===== src/rtl/mc_pkg.sv =====
// rtl/mc_pkg.sv - shared state, instruction-class and datapath-select encodings for the multi-cycle controller
package mc_pkg;

    typedef enum logic [3:0] {
        S_FETCH, S_DECODE, S_EXEC_R, S_EXEC_I, S_MEM_ADDR, S_MEM_RD, S_MEM_WR,
        S_WB_R, S_WB_I, S_WB_MEM, S_BRANCH, S_JUMP, S_HALT
    } state_t;

    typedef enum logic [3:0] {
        C_R, C_SYS, C_IALU, C_LW, C_SW, C_BEQ, C_BNE, C_J, C_JAL, C_ILL
    } instr_class_t;

    localparam logic [5:0] OP_RTYPE  = 6'b000000;
    localparam logic [5:0] OP_LW     = 6'b100011;
    localparam logic [5:0] OP_SW     = 6'b101011;
    localparam logic [5:0] OP_BEQ    = 6'b000100;
    localparam logic [5:0] OP_BNE    = 6'b000101;
    localparam logic [5:0] OP_J      = 6'b000010;
    localparam logic [5:0] OP_JAL    = 6'b000011;
    localparam logic [5:0] F_SYSCALL = 6'b001100;

    localparam logic [1:0] ALU_ADD   = 2'b00;
    localparam logic [1:0] ALU_SUB   = 2'b01;
    localparam logic [1:0] ALU_FUNCT = 2'b10;

    localparam logic [1:0] SRCB_RT     = 2'b00;
    localparam logic [1:0] SRCB_FOUR   = 2'b01;
    localparam logic [1:0] SRCB_IMM    = 2'b10;
    localparam logic [1:0] SRCB_IMM_SH = 2'b11;

    localparam logic [1:0] PC_ALU    = 2'b00;
    localparam logic [1:0] PC_ALUOUT = 2'b01;
    localparam logic [1:0] PC_JUMP   = 2'b10;

    localparam logic [1:0] DST_RT = 2'b00;
    localparam logic [1:0] DST_RD = 2'b01;
    localparam logic [1:0] DST_RA = 2'b10;

    localparam logic [1:0] WB_ALUOUT = 2'b00;
    localparam logic [1:0] WB_MDR    = 2'b01;
    localparam logic [1:0] WB_PC     = 2'b10;

endpackage


===== src/rtl/mc_instr_class.sv =====
// rtl/mc_instr_class.sv - combinational opcode/funct to instruction-class decode
module mc_instr_class
    import mc_pkg::*;
(
    input  logic [5:0] op,
    input  logic [5:0] funct,
    output logic [3:0] cls
);

    always_comb begin
        cls = C_ILL;
        if (op == OP_RTYPE) begin
            cls = (funct == F_SYSCALL) ? C_SYS : C_R;
        end else if (op[5:3] == 3'b001) begin
            cls = C_IALU;
        end else begin
            case (op)
                OP_LW:   cls = C_LW;
                OP_SW:   cls = C_SW;
                OP_BEQ:  cls = C_BEQ;
                OP_BNE:  cls = C_BNE;
                OP_J:    cls = C_J;
                OP_JAL:  cls = C_JAL;
                default: cls = C_ILL;
            endcase
        end
    end

endmodule


===== src/rtl/multi_cycle_controller.sv =====
// rtl/multi_cycle_controller.sv - multi-cycle MIPS sequencer with memory handshake and retire counter
module multi_cycle_controller
    import mc_pkg::*;
(
    input  logic        clk,
    input  logic        rst,
    input  logic [5:0]  OP,
    input  logic [5:0]  F,
    input  logic        Zero,
    input  logic        MemAck,
    input  logic        Go,
    output logic        MemReq,
    output logic        MemWrite,
    output logic        IorD,
    output logic        IRWrite,
    output logic        PCWrite,
    output logic        RegWrite,
    output logic [1:0]  RegDst,
    output logic [1:0]  MemToReg,
    output logic        AluSrcA,
    output logic [1:0]  AluSrcB,
    output logic [1:0]  AluOpSel,
    output logic [1:0]  PCSrc,
    output logic        Halted,
    output logic        Illegal,
    output logic [31:0] InstrCount
);

    state_t       state;
    instr_class_t cls_q;
    instr_class_t dec_cls;
    logic [3:0]   dec_raw;
    logic         retire;

    mc_instr_class u_class (
        .op    (OP),
        .funct (F),
        .cls   (dec_raw)
    );

    assign dec_cls = instr_class_t'(dec_raw);

    always_comb begin
        retire = (state == S_WB_R) || (state == S_WB_I) || (state == S_WB_MEM) ||
                 (state == S_BRANCH) || (state == S_JUMP) ||
                 (state == S_MEM_WR && MemAck) ||
                 (state == S_DECODE && dec_cls == C_SYS);
    end

    // The decoded class is kept so later states can tell lw/sw, beq/bne and j/jal apart.
    always_ff @(posedge clk or posedge rst) begin
        if (rst) begin
            state      <= S_FETCH;
            cls_q      <= C_ILL;
            InstrCount <= '0;
        end else begin
            if (retire) InstrCount <= InstrCount + 32'd1;
            case (state)
                S_FETCH:    if (MemAck) state <= S_DECODE;
                S_DECODE: begin
                    cls_q <= dec_cls;
                    case (dec_cls)
                        C_SYS:        state <= S_HALT;
                        C_R:          state <= S_EXEC_R;
                        C_IALU:       state <= S_EXEC_I;
                        C_LW, C_SW:   state <= S_MEM_ADDR;
                        C_BEQ, C_BNE: state <= S_BRANCH;
                        C_J, C_JAL:   state <= S_JUMP;
                        default:      state <= S_FETCH;
                    endcase
                end
                S_EXEC_R:   state <= S_WB_R;
                S_EXEC_I:   state <= S_WB_I;
                S_MEM_ADDR: state <= (cls_q == C_SW) ? S_MEM_WR : S_MEM_RD;
                S_MEM_RD:   if (MemAck) state <= S_WB_MEM;
                S_MEM_WR:   if (MemAck) state <= S_FETCH;
                S_HALT:     if (Go) state <= S_FETCH;
                default:    state <= S_FETCH;
            endcase
        end
    end

    // Outputs are forced low while rst is high so an in-flight memory request drops at once.
    always_comb begin
        MemReq   = 1'b0;
        MemWrite = 1'b0;
        IorD     = 1'b0;
        IRWrite  = 1'b0;
        PCWrite  = 1'b0;
        RegWrite = 1'b0;
        RegDst   = DST_RT;
        MemToReg = WB_ALUOUT;
        AluSrcA  = 1'b0;
        AluSrcB  = SRCB_RT;
        AluOpSel = ALU_ADD;
        PCSrc    = PC_ALU;
        Halted   = 1'b0;
        Illegal  = 1'b0;
        if (!rst) begin
            case (state)
                S_FETCH: begin
                    MemReq  = 1'b1;
                    AluSrcB = SRCB_FOUR;
                    IRWrite = MemAck;
                    PCWrite = MemAck;
                end
                S_DECODE: begin
                    AluSrcB = SRCB_IMM_SH;
                    Illegal = (dec_cls == C_ILL);
                end
                S_EXEC_R: begin
                    AluSrcA  = 1'b1;
                    AluOpSel = ALU_FUNCT;
                end
                S_EXEC_I: begin
                    AluSrcA  = 1'b1;
                    AluSrcB  = SRCB_IMM;
                    AluOpSel = ALU_FUNCT;
                end
                S_MEM_ADDR: begin
                    AluSrcA = 1'b1;
                    AluSrcB = SRCB_IMM;
                end
                S_MEM_RD: begin
                    MemReq = 1'b1;
                    IorD   = 1'b1;
                end
                S_MEM_WR: begin
                    MemReq   = 1'b1;
                    MemWrite = 1'b1;
                    IorD     = 1'b1;
                end
                S_WB_R: begin
                    RegWrite = 1'b1;
                    RegDst   = DST_RD;
                end
                S_WB_I:   RegWrite = 1'b1;
                S_WB_MEM: begin
                    RegWrite = 1'b1;
                    MemToReg = WB_MDR;
                end
                S_BRANCH: begin
                    AluSrcA  = 1'b1;
                    AluOpSel = ALU_SUB;
                    PCSrc    = PC_ALUOUT;
                    PCWrite  = (cls_q == C_BNE) ? ~Zero : Zero;
                end
                S_JUMP: begin
                    PCSrc   = PC_JUMP;
                    PCWrite = 1'b1;
                    if (cls_q == C_JAL) begin
                        RegWrite = 1'b1;
                        RegDst   = DST_RA;
                        MemToReg = WB_PC;
                    end
                end
                S_HALT:  Halted = 1'b1;
                default: ;
            endcase
        end
    end

endmodule


===== config.mk =====
export PLATFORM = sky130hd
export DESIGN_NAME = multi_cycle_controller
export DESIGN_NICKNAME = d
export VERILOG_FILES = /design/src/rtl/mc_pkg.sv /design/src/rtl/mc_instr_class.sv /design/src/rtl/multi_cycle_controller.sv
export SDC_FILE = /design/constraint.sdc
export NUM_CORES = 1
export LEC_CHECK = 0
export CORE_MARGIN = 4
export CORE_UTILIZATION = 49
export DETAILED_ROUTE_END_ITERATION = 12
export GPL_TIMING_DRIVEN = 0
export PLACE_DENSITY = 0.8
export SETUP_SLACK_MARGIN = 0.4
export SKIP_CTS_REPAIR_TIMING = 1
export SKIP_LAST_GASP = 1
export SYNTH_ARGS = -nofsm -noshare
export SYNTH_HDL_FRONTEND = slang
export SYNTH_SLANG_ARGS = --single-unit

===== constraint.sdc =====
create_clock -name clk -period 2.8 [get_ports clk]
set_input_delay 0.56 -clock clk [delete_from_list [all_inputs] [get_ports clk]]
set_output_delay 0.56 -clock clk [all_outputs]
set_load 0.01 [all_outputs]

== After elaboration in Yosys (flattened, before gate mapping) ==
Memories as Yosys holds them, arrays and structs flattened.
Index checks and enable logic that the tools add are counted.

* Output and inout bits: 51
* Bits of input ports: 17
* Bits in read-only memories: 64
* Word-level logic and storage cells: 93
* Register bits after elaboration: 40
* Memories kept: 1

{| class="wikitable"
|+ Memory list
! name !! words !! bits a word !! rd ports !! clocked after memory_dff !! write ports !! RTL line !! source
|-
| (name not given) || 16 || 4 || 1 || 0 || 0 || multi_cycle_controller.sv:62 || <nowiki>case (dec_cls)</nowiki>
|}

* Bitwise gates (word level): 1
* Reduce and logical (&&, ||, !) cells: 17
* $add $sub $neg: 1
* Equality and inequality tests: 29
* Multiplexer cells: 41

{| class="wikitable"
|+ Operators with widths
! operator !! count
|-
| $add A32 B1 Y32 const B || 1
|-
| $pmux W4 S8 || 1
|-
| $eq A4 B4 Y1 const B || 7
|-
| $eq A4 B3 Y1 const B || 6
|-
| $mux W4 || 6
|-
| $pmux W4 S6 || 1
|-
| $mux W1 || 19
|-
| $pmux W2 S2 || 4
|-
| $mux W2 || 7
|-
| $eq A6 B2 Y1 const B || 2
|-
| $eq A6 B3 Y1 const B || 2
|-
| $eq A6 B6 Y1 const B || 2
|-
| $eq A4 B1 Y1 const B || 2
|-
| $eq A4 B2 Y1 const B || 2
|-
| $ne A2 B2 Y1 const B || 4
|-
| $eq A6 B4 Y1 const B || 1
|-
| $logic_not A6 Y1 || 1
|-
| $logic_or A1 B1 Y1 || 6
|-
| $pmux W2 S3 || 1
|-
| $reduce_or A2 Y1 || 3
|-
| $reduce_or A3 Y1 || 2
|-
| $logic_not A4 Y1 || 1
|-
| $reduce_and A4 Y1 || 1
|-
| $reduce_or A4 Y1 || 1
|-
| other kinds (5) || 6
|}

== Depth between registers and ports, before layout ==
* Depth after elaboration: 7
* Gate-level depth with buffers: 8

== Modules after synthesis ==
Synthesis repeated with hierarchy kept, for this count alone.

* Cells, all modules: 271
* Area, all modules: 2491.1 um2

{| class="wikitable"
|+ Modules (own cells, without submodules)
! module !! sequential area each (um2) !! cells an instance !! times used !! area each (um2)
|-
| multi_cycle_controller || 1003.5 || 240 || 1 || 2313.5
|-
| mc_instr_class || 0.0 || 31 || 1 || 177.7
|}

== Worst setup path before layout ==
OpenSTA, ideal clock, no wires.

* Kind: input -> output
* Start point: input rst
* End point: output RegWrite
* Stages: 5
* Slack: -151 ps
* Data arrival time: 2391 ps
* Cells stage by stage: inv_1 > nand2_1 > nor2_1 > and4b_1 > o21bai_1

* Longest elaborated chain between the ends: 1

{| class="wikitable"
|+ RTL lines
! what !! RTL line !! source
|-
| start: declaration || multi_cycle_controller.sv:6 || <nowiki>input logic rst,</nowiki>
|-
| $mux W1 || multi_cycle_controller.sv:99 || <nowiki>if (!rst) begin</nowiki>
|-
| end: declaration || multi_cycle_controller.sv:17 || <nowiki>output logic RegWrite,</nowiki>
|}

No other way between the ends.

== Worst setup path in the final report ==
Ends and elaborated chain as after synthesis.

==> results.ini <==
[run]
cap_viol_max_count = 0

[timing]
max_freq_ghz = 0.379
fin_ws_ns = 0.158
rsz0062_at_grt = true
skew_ns = 0.0104
slew_headroom = 0.376
finalHoldViolCount = 0
worst_pin_slew_ns = 0.931
drv_slew = 0
setup_viol = 0
fin_crit_ns = 2.64
hold-worst-slack_ns = 0.400
period_share = 0.944

[route]
first_pass_iters = 4
routed_via_density = 5.70
ant_nets = 0
wl_per_cell_um = 15.7
drtIter0Drc = 132
wl_mm = 7.17
drc_errors = 0
vias = 2612

[clock_tree]
cts_tree = yes
htree_levels = 2
cts_root_buf = clkbuf_8
cts_sinks = 40
numCtsBuffers = 5
path_clk_slew_ns = 0.08
clock_path_buffers = 2
worstSkewPairLatency_ns = 0.30

[power_and_ir_drop]
p_leak_nw = 1.88
power_w = 0.00235
p_per_area_nw_per_um2 = 627
vdd_drop_max_mv = 0.471

[floorplan]
ioPinCount = 68
die_area_um2 = 6550
row_count = 26
die_w_um = 80.9
start_util = 0.507
fp.dieH_um = 80.9
core_area_um2 = 5140

[worst_hold_path]
hold_path_class = in -> async

[setup_path]
reg2reg_slack_ns = 0.60
crit_path_start_kind = input port
max_stage_delay_ns = 0.49
worstReg2RegEnd = InstrCount[16]
reg2reg_depth = 8
crit_path_end_kind = primary output
crit_chain = clkbuf_2 > clkinvlp_4 > nand2_4 > nor2_4 > and4b_1 > o21bai_4 > clkdlybuf4s50_1
critical_path.max_fanout = 7
rr_startpoint = state[2]
cp_slowest_cell = clkdlybuf4s50_1
crit_type = in -> out
crit_required_ns = 2.24
worstPathArrival_ns = 2.08

[placed_design]
dpl.hpwl_mm = 4.99
globalplace.congestion = 0.886
dp_slack_ns = -1.11
port_buffers = 67

[grt]
antenna_found_initial = 0
grt_pass1_vias = 2356
grt_pass1_wl_mm = 11.1
grt_max_degree = 42
gr-total-overflow = 0
grtUsageTotal = 0.215

[synthesis]
netlist_instances = 301
synth_edf_count = 0
yosys_warnings = 0
ys_async_sr_fraction = 1.00
synth_fp_nets = 319
yosysSeqAreaShare = 0.385
synth_ff_type = dfrtp_1
ys_seq_elements = 40
syn_area_um2 = 2610
syn_avg_cell_area_um2 = 8.66
synth_cell_types = 56

[cells_and_area]
layout_common_cells = clkdlybuf4s50_1, dfrtp_1, nand2_1, xor2_1, nor3_1
n_fill_cell = 399
fin_nets = 405
layout-drive-gt1-share = 0.175
syn2layout_area_growth_pct = 43.8
mostFrequentLayoutCell = clkdlybuf4s50_1
final_util = 0.729
diodes = 0

[status]
status = complete, no violations

## sequential cells by signal, indices dropped and copies added (netlist names)
register,flops
InstrCount,32
state,4
cls_q,4
## cell type report
class | instances | area [um2] | share of cell area
clock buffers | 6 | 72.6 | 0.0194
repair inverters | 2 | 10.0 | 0.00267
inverters | 9 | 41.3 | 0.0110
flip-flops and latches | 40 | 1010 | 0.268
multi-input cells | 235 | 1570 | 0.419
clock inverters | 2 | 35.0 | 0.00935
repair buffers | 77 | 787 | 0.210
well taps | 70 | 87.6 | 0.0234
plain buffers | 17 | 138 | 0.0367
## stage by stage
| stage | std cells | cell area, um2 | TNS (ns) |
|---|---|---|---|
| final | 458 | 3750 | 0 |
| after floorplan | 301 | 2640 | 0 |
| after detailed placement | 438 | 3390 | -6.92 |
| after global routing | 458 | 3750 | 0 |
| after CTS | 446 | 3500 | -6.96 |
| after global placement | 438 | 3390 | -6.60 |
## power breakdown
| group | switching [W] | leakage [nW] | internal [W] | total [W] |
|---|---|---|---|---|
| registers | 0.000102 | 0.537 | 0.000673 | 0.000774 |
| logic | 0.000599 | 1.29 | 0.000508 | 0.00111 |
| clock network | 0.000205 | 0.0552 | 0.000265 | 0.000470 |
| total | 0.000905 | 1.88 | 0.00144 | 0.00235 |
## Yosys cell counts (all sizes together), types with 2 or more instances
master	count	area (um2)
a211oi	2	15.0
a21oi	10	50.1
a31oi	3	18.8
and2	5	31.3
and3	5	31.3
and4b	2	20.0
buf	6	56.3
clkbuf	11	41.3
dfrtp	38	951
dfstp	2	52.6
inv	9	33.8
nand2	26	97.6
nand2b	4	25.0
nand3	19	100
nand4	13	81.3
nor2	23	86.3
nor2b	6	37.5
nor3	26	130
nor3b	2	15.0
nor4	11	83.8
nor4b	2	32.5
o211ai	3	22.5
o21a	2	15.0
o21ai	11	55.1
o21bai	3	22.5
or2	2	12.5
or3	2	12.5
xnor2	7	61.3
xor2	25	219
## layer usage
layer / up-vias / track usage / wire length, um
met1: 1246 / 0.286 / 3140
met3: 11 / 0.0421 / 385
met2: 89 / 0.351 / 3520
met5: - / 0 / 0
li1: 1266 / - / -
met4: 0 / 0.0693 / 125
## critical path, delay by kind of cell
kind,cells,cell delay [ns]
AOI/OAI and AO/OA,1,0.17
and+or+nand+nor,3,0.41
buffers and inverters,3,0.95
## kinds of logic (layout without fill, tap and decap cells)
family / after synthesis / after routing / share of synthesized area
compound gates: 47 / 47 / 0.120
simple gates: 154 / 154 / 0.328
flops: 40 / 40 / 0.385
mux: 1 / 1 / 0.00432
buf+inv: 26 / 113 / 0.0504
fa+ha+maj: 1 / 1 / 0.00480
xor+xnor: 32 / 32 / 0.108
## worst max-delay path by stage
stage	startpoint	endpoint	slack [ns]	cells after the start
after global routing	rst	RegWrite	0.10	7
after detailed placement	rst	RegWrite	-1.11	7
final	rst	RegWrite	0.16	7
after floorplan	rst	RegWrite	0.33	5
after CTS	rst	RegWrite	-1.11	7
after global placement	rst	RegWrite	-1.06	7
No activity file was read; power rests on OpenSTA's default activity.
==> RTL edit 1 (same flow settings) <==
Make the reset (`rst`) synchronous in one clocked block.
--- a/src/rtl/multi_cycle_controller.sv
+++ b/src/rtl/multi_cycle_controller.sv
@@ -49,5 +49,5 @@
 
     // The decoded class is kept so later states can tell lw/sw, beq/bne and j/jal apart.
-    always_ff @(posedge clk or posedge rst) begin
+    always_ff @(posedge clk) begin
         if (rst) begin
             state      <= S_FETCH;
Check against the original RTL: differs if rst is asserted again (counterexample within 4 cycles, from zero or initial values and one cycle with rst high); with rst held inactive, the same outputs for 10 cycles.
==> RTL edit 1 against the unedited design <==
  * Synthesized cell count rose by 19%
  * Core utilization increased by 0.34 points
  * Setup slack gained 0.097 ns
  * First-iteration DRC count grew to 2.7 times the old value
  * Total power fell by 25%
  * Sequential cell count did not move
  * Wire length up 16%
  * Area after synthesis up 4.9%
  * Cell area is 3.0% higher
  * Non-clock buffer count grew 8
  * Combinational power is 34% lower
==> RTL edit 1: results (changes against the unedited design) <==
stage	metric	value	unit	change
run_status	outcome	finished clean		
global_route	grt.met3_usage	3.688	%	-0.53 points
die	coreArea	5270	um^2	+2.5%
detailed_routing	drt-wirelength-per-cell	16.34	um	+4.4%
placed_design	dpl-instance-area	3473	um^2	+2.3%
power_and_ir_drop	power.leakage	1.577	nW	-16%
placed_design	detailed_placer_s_ending_hpwl	5.853	mm	+17%
finish	seq_area	805.8	um^2	-20%
yosys	synthArstFlopShare	0	%	-100 points
yosys	postSynth.topFlopCell	sky130_fd_sc_hd__dfxtp_1		
worst_setup_path	arrival	1.98	ns	-0.10 ns
power_and_ir_drop	seq_cell_power	650	uW	-16%
global_route	groute.usage.overall	23.87	%	+2.4 points
global_route	grt_first_pass_wirelength	12.87	mm	+16%
detailed_routing	met1_length	3.812	mm	+21%
finish	clock_cell_area_share	2.268	%	-0.60 points
global_route	grt_pass1_vias	2663		+13%
placed_design	numPlacedInstances	493		+13%
sta	finalClockSkew	0.007888	ns	-0.002518 ns
global_route	globalRouteMet1Util	36.02	%	+7.5 points
finish	layout.filler_cells	444		+11%
finish	num-nonclk-buffers	102		+8.5%
sta	worst-slew-pin-transition	0.6128	ns	-0.3184 ns
power_and_ir_drop	irDropWorstVdd	0.2770	mV	-41%
power_and_ir_drop	p_comb_share	41.5	%	-5.6 points
placed_design	port_buffers	65		-3.0%
finish	nonClkBufAreaFrac	24.34	%	-0.33 points
global_route	global_route.usage.met2	34.78	%	-0.28 points
finish	drive_above_1_share	19.36	%	+1.8 points
worst_hold_path	holdCritPathClass	reg2reg		
yosys	synth.yosys.seq_area_share	29.28	%	-9.2 points
finish	multi_input_area_share	49.58	%	+7.7 points
worst_setup_path	worst_path_largest_cell_delay	0.47	ns	-0.02 ns
finish	final_cell_area	3861	um^2	+3.0%
detailed_routing	routed_wl_met2	3.761	mm	+7.0%
finish	multi_input_comb_cells	283		+20%
yosys	top_cells_by_instance_count_after_synthesis	42 x sky130_fd_sc_hd__a21oi_1, 40 x sky130_fd_sc_hd__dfxtp_1, 25 x sky130_fd_sc_hd__nor2_1, 23 x sky130_fd_sc_hd__o31ai_1, 23 x sky130_fd_sc_hd__or4_1		
power_and_ir_drop	net-switching-power	674.9	uW	-25%
detailed_routing	met3WireLength	661	um	+72%
worst_setup_path	critical_path_peak_fanout	5		-2
finish	nNonClkInverters	6		-5
placed_design	place_ws	-0.7693	ns	+0.3398 ns
global_route	grt_start_max_net_pins	14		-67%
yosys	synthesis.instances	358		+19%
[RTL edit 1: worst paths after layout]
path	start	to	slack [ns]	cells past startpoint
hold reg to reg	InstrCount[27]	InstrCount[27]	0.50	2
setup reg to reg	state[1]	InstrCount[31]	0.44	7
setup / recovery	cls_q[2]	PCWrite	0.26	5
hold / removal	InstrCount[27]	InstrCount[27]	0.50	2
[RTL edit 1: logic make-up after synthesis]
| family | count (synthesis) | share of synthesized area (%) |
|---|---|---|
| xor gates and xnor gates | 2 | 0.6406 |
| DFF | 40 | 29.28 |
| and+or+nand+nor | 164 | 35.36 |
| buffers and inverters | 35 | 5.672 |
| muxes | 5 | 2.013 |
| adders and majority gates | 1 | 0.4574 |
| AOI/OAI and AO/OA | 111 | 26.58 |
[RTL edit 1: tightest hold or removal path: stages (launching register included)]
cell and delay, ns:
sky130_fd_sc_hd__dfxtp_1 0.34, sky130_fd_sc_hd__o31ai_1 0.07, sky130_fd_sc_hd__a21oi_1 0.05
==> RTL edit 2 (same settings) <==
Made on the original files. Register the output `InstrCount` once more, with the module's reset; this adds one clock of latency there. The other outputs are not delayed to match.
--- a/src/rtl/multi_cycle_controller.sv
+++ b/src/rtl/multi_cycle_controller.sv
@@ -27,4 +27,6 @@
 );
 
+    logic [31:0] InstrCount_s0;
+
     state_t       state;
     instr_class_t cls_q;
@@ -53,7 +55,7 @@
             state      <= S_FETCH;
             cls_q      <= C_ILL;
-            InstrCount <= '0;
+            InstrCount_s0 <= '0;
         end else begin
-            if (retire) InstrCount <= InstrCount + 32'd1;
+            if (retire) InstrCount_s0 <= InstrCount_s0 + 32'd1;
             case (state)
                 S_FETCH:    if (MemAck) state <= S_DECODE;
@@ -161,4 +163,12 @@
     end
 
+    always_ff @(posedge clk or posedge rst) begin
+        if (rst) begin
+            InstrCount <= '0;
+        end else begin
+            InstrCount <= InstrCount_s0;
+        end
+    end
+
 endmodule
 
Formal check against the unedited RTL: not equivalent (Yosys sat finds a counterexample within 4 cycles, from zero or initial values and one cycle with rst high).
==> RTL edit 2 against the unedited design <==
  * Fmax decreased by 2.9%
  * Die area is 27% higher
  * Area after synthesis up 31%
  * Total power up 38%
  * Sequential cell count grew 32
  * Wire length grew 14%
  * Setup slack worse by 0.079 ns
  * Cell area is 25% higher
  * Largest cell class is now registers
==> RTL edit 2: results (changes against the unedited design) <==
stage	metric	value	unit	change
run_status	outcome	finished clean		
power_and_ir_drop	irDropWorstVdd	0.4449	mV	-5.6%
placed_design	dpl-instance-area	4174	um^2	+23%
yosys	synth.lib_cells_used.distinct	54		-3.6%
finish	largestRegisters	InstrCount x32, InstrCount_s0 x32		
placed_design	detailed_placer_s_ending_hpwl	5.266	mm	+5.5%
detailed_routing	drt-wirelength-per-cell	16.49	um	+5.4%
worst_setup_path	r2r_slack	0.55	ns	-0.05 ns
global_route	groute.usage.overall	19.06	%	-2.4 points
worst_setup_path	critical_path_peak_fanout	5		-2
power_and_ir_drop	internal_power	2.127	mW	+47%
placed_design	port_buffers	62		-7.5%
yosys	synth_nets	339		+6.3%
worst_setup_path	crit_end	Illegal		
sta	period_minus_slack	2.721	ns	+0.07940 ns
worst_setup_path	timing.reg2reg.worst_path_depth	7		-1
yosys	synth.yosys.seq_area_share	53.01	%	+15 points
yosys	synth_area_leaders	sky130_fd_sc_hd__dfrtp_1 51%, sky130_fd_sc_hd__xnor2_1 8.0%, sky130_fd_sc_hd__nor2_1 2.5%, sky130_fd_sc_hd__o211ai_1 2.2%, sky130_fd_sc_hd__o21ai_1 2.2%		
worst_setup_path	worst_path_largest_cell_delay	0.45	ns	-0.04 ns
finish	final_cells	496		+8.3%
sta	hold_ws	0.2536	ns	-0.1465 ns
finish	fin_nets	429		+5.9%
finish	drive_above_1_share	20.91	%	+3.4 points
detailed_routing	routed_wl_met2	4.036	mm	+15%
yosys	top_cells_by_instance_count_after_synthesis	70 x sky130_fd_sc_hd__dfrtp_1, 31 x sky130_fd_sc_hd__xnor2_1, 23 x sky130_fd_sc_hd__nor2_1, 16 x sky130_fd_sc_hd__nand2_1, 15 x sky130_fd_sc_hd__o21ai_1		
detailed_routing	vias	2804		+7.4%
finish	layout.filler_cells	488		+22%
finish	postLayoutCoreUtil	69.35	%	-3.6 points
sta	finalClockSkew	0.008937	ns	-0.001469 ns
worst_setup_path	arrival	2.16	ns	+0.08 ns
RTL edit 2: logic make-up after synthesis:
family | after synthesis | synth area share [%]
AOI/OAI and AO/OA | 77 | 15.92
adders and majority gates | 1 | 0.3676
xor gates and xnor gates | 34 | 8.750
DFF | 72 | 53.01
muxes | 2 | 0.6617
buffers and inverters | 24 | 3.015
and+or+nand+nor | 111 | 18.27
RTL edit 2: layout make-up:
| cell class | instances | area share (%) |
|---|---|---|
| multi-input combinational | 225 | 34.71 |
| clock buffer | 9 | 2.644 |
| clock inverter | 7 | 1.682 |
| sequential | 72 | 38.53 |
| timing repair buffer | 78 | 16.72 |
| buffer | 18 | 2.830 |
| tap | 80 | 2.136 |
| timing repair inverter | 1 | 0.1068 |
| inverter | 6 | 0.6409 |
RTL edit 2: worst min path at each step:
| stage | start | end | depth (start not counted) |
|---|---|---|---|
| floorplan | InstrCount_s0[31] | InstrCount[31] | 0 |
| global placement | InstrCount_s0[31] | InstrCount[31] | 0 |
| detailed placement | InstrCount_s0[31] | InstrCount[31] | 0 |
| CTS | rst | InstrCount_s0[5] | 2 |
| global route | rst | InstrCount_s0[30] | 2 |
| finish | rst | InstrCount_s0[5] | 2 |
RTL edit 2: worst max-delay path: cells and delay by family:
kind	cells	cell delay, ns
buf+inv	2	0.63
simple gates	3	0.80
compound gates	1	0.17
RTL edit 2: metal layers:
metal / track usage [%] / up-vias
met5: 0 / -
met2: 31.09 / 87
li1: - / 1325
met4: 6.910 / 0
met3: 4.722 / 10
met1: 24.67 / 1382
RTL edit 2: power groups by stage:
stage	Combinational (mW)	Clock (mW)	Sequential [mW]
2_1_floorplan	0.623	0	1.32
3_3_place_gp	0.939	0	1.32
3_5_place_dp	0.962	0	1.33
4_1_cts	0.965	0.848	1.31
5_1_grt	1.19	0.891	1.35
6_report	1.09	0.836	1.32
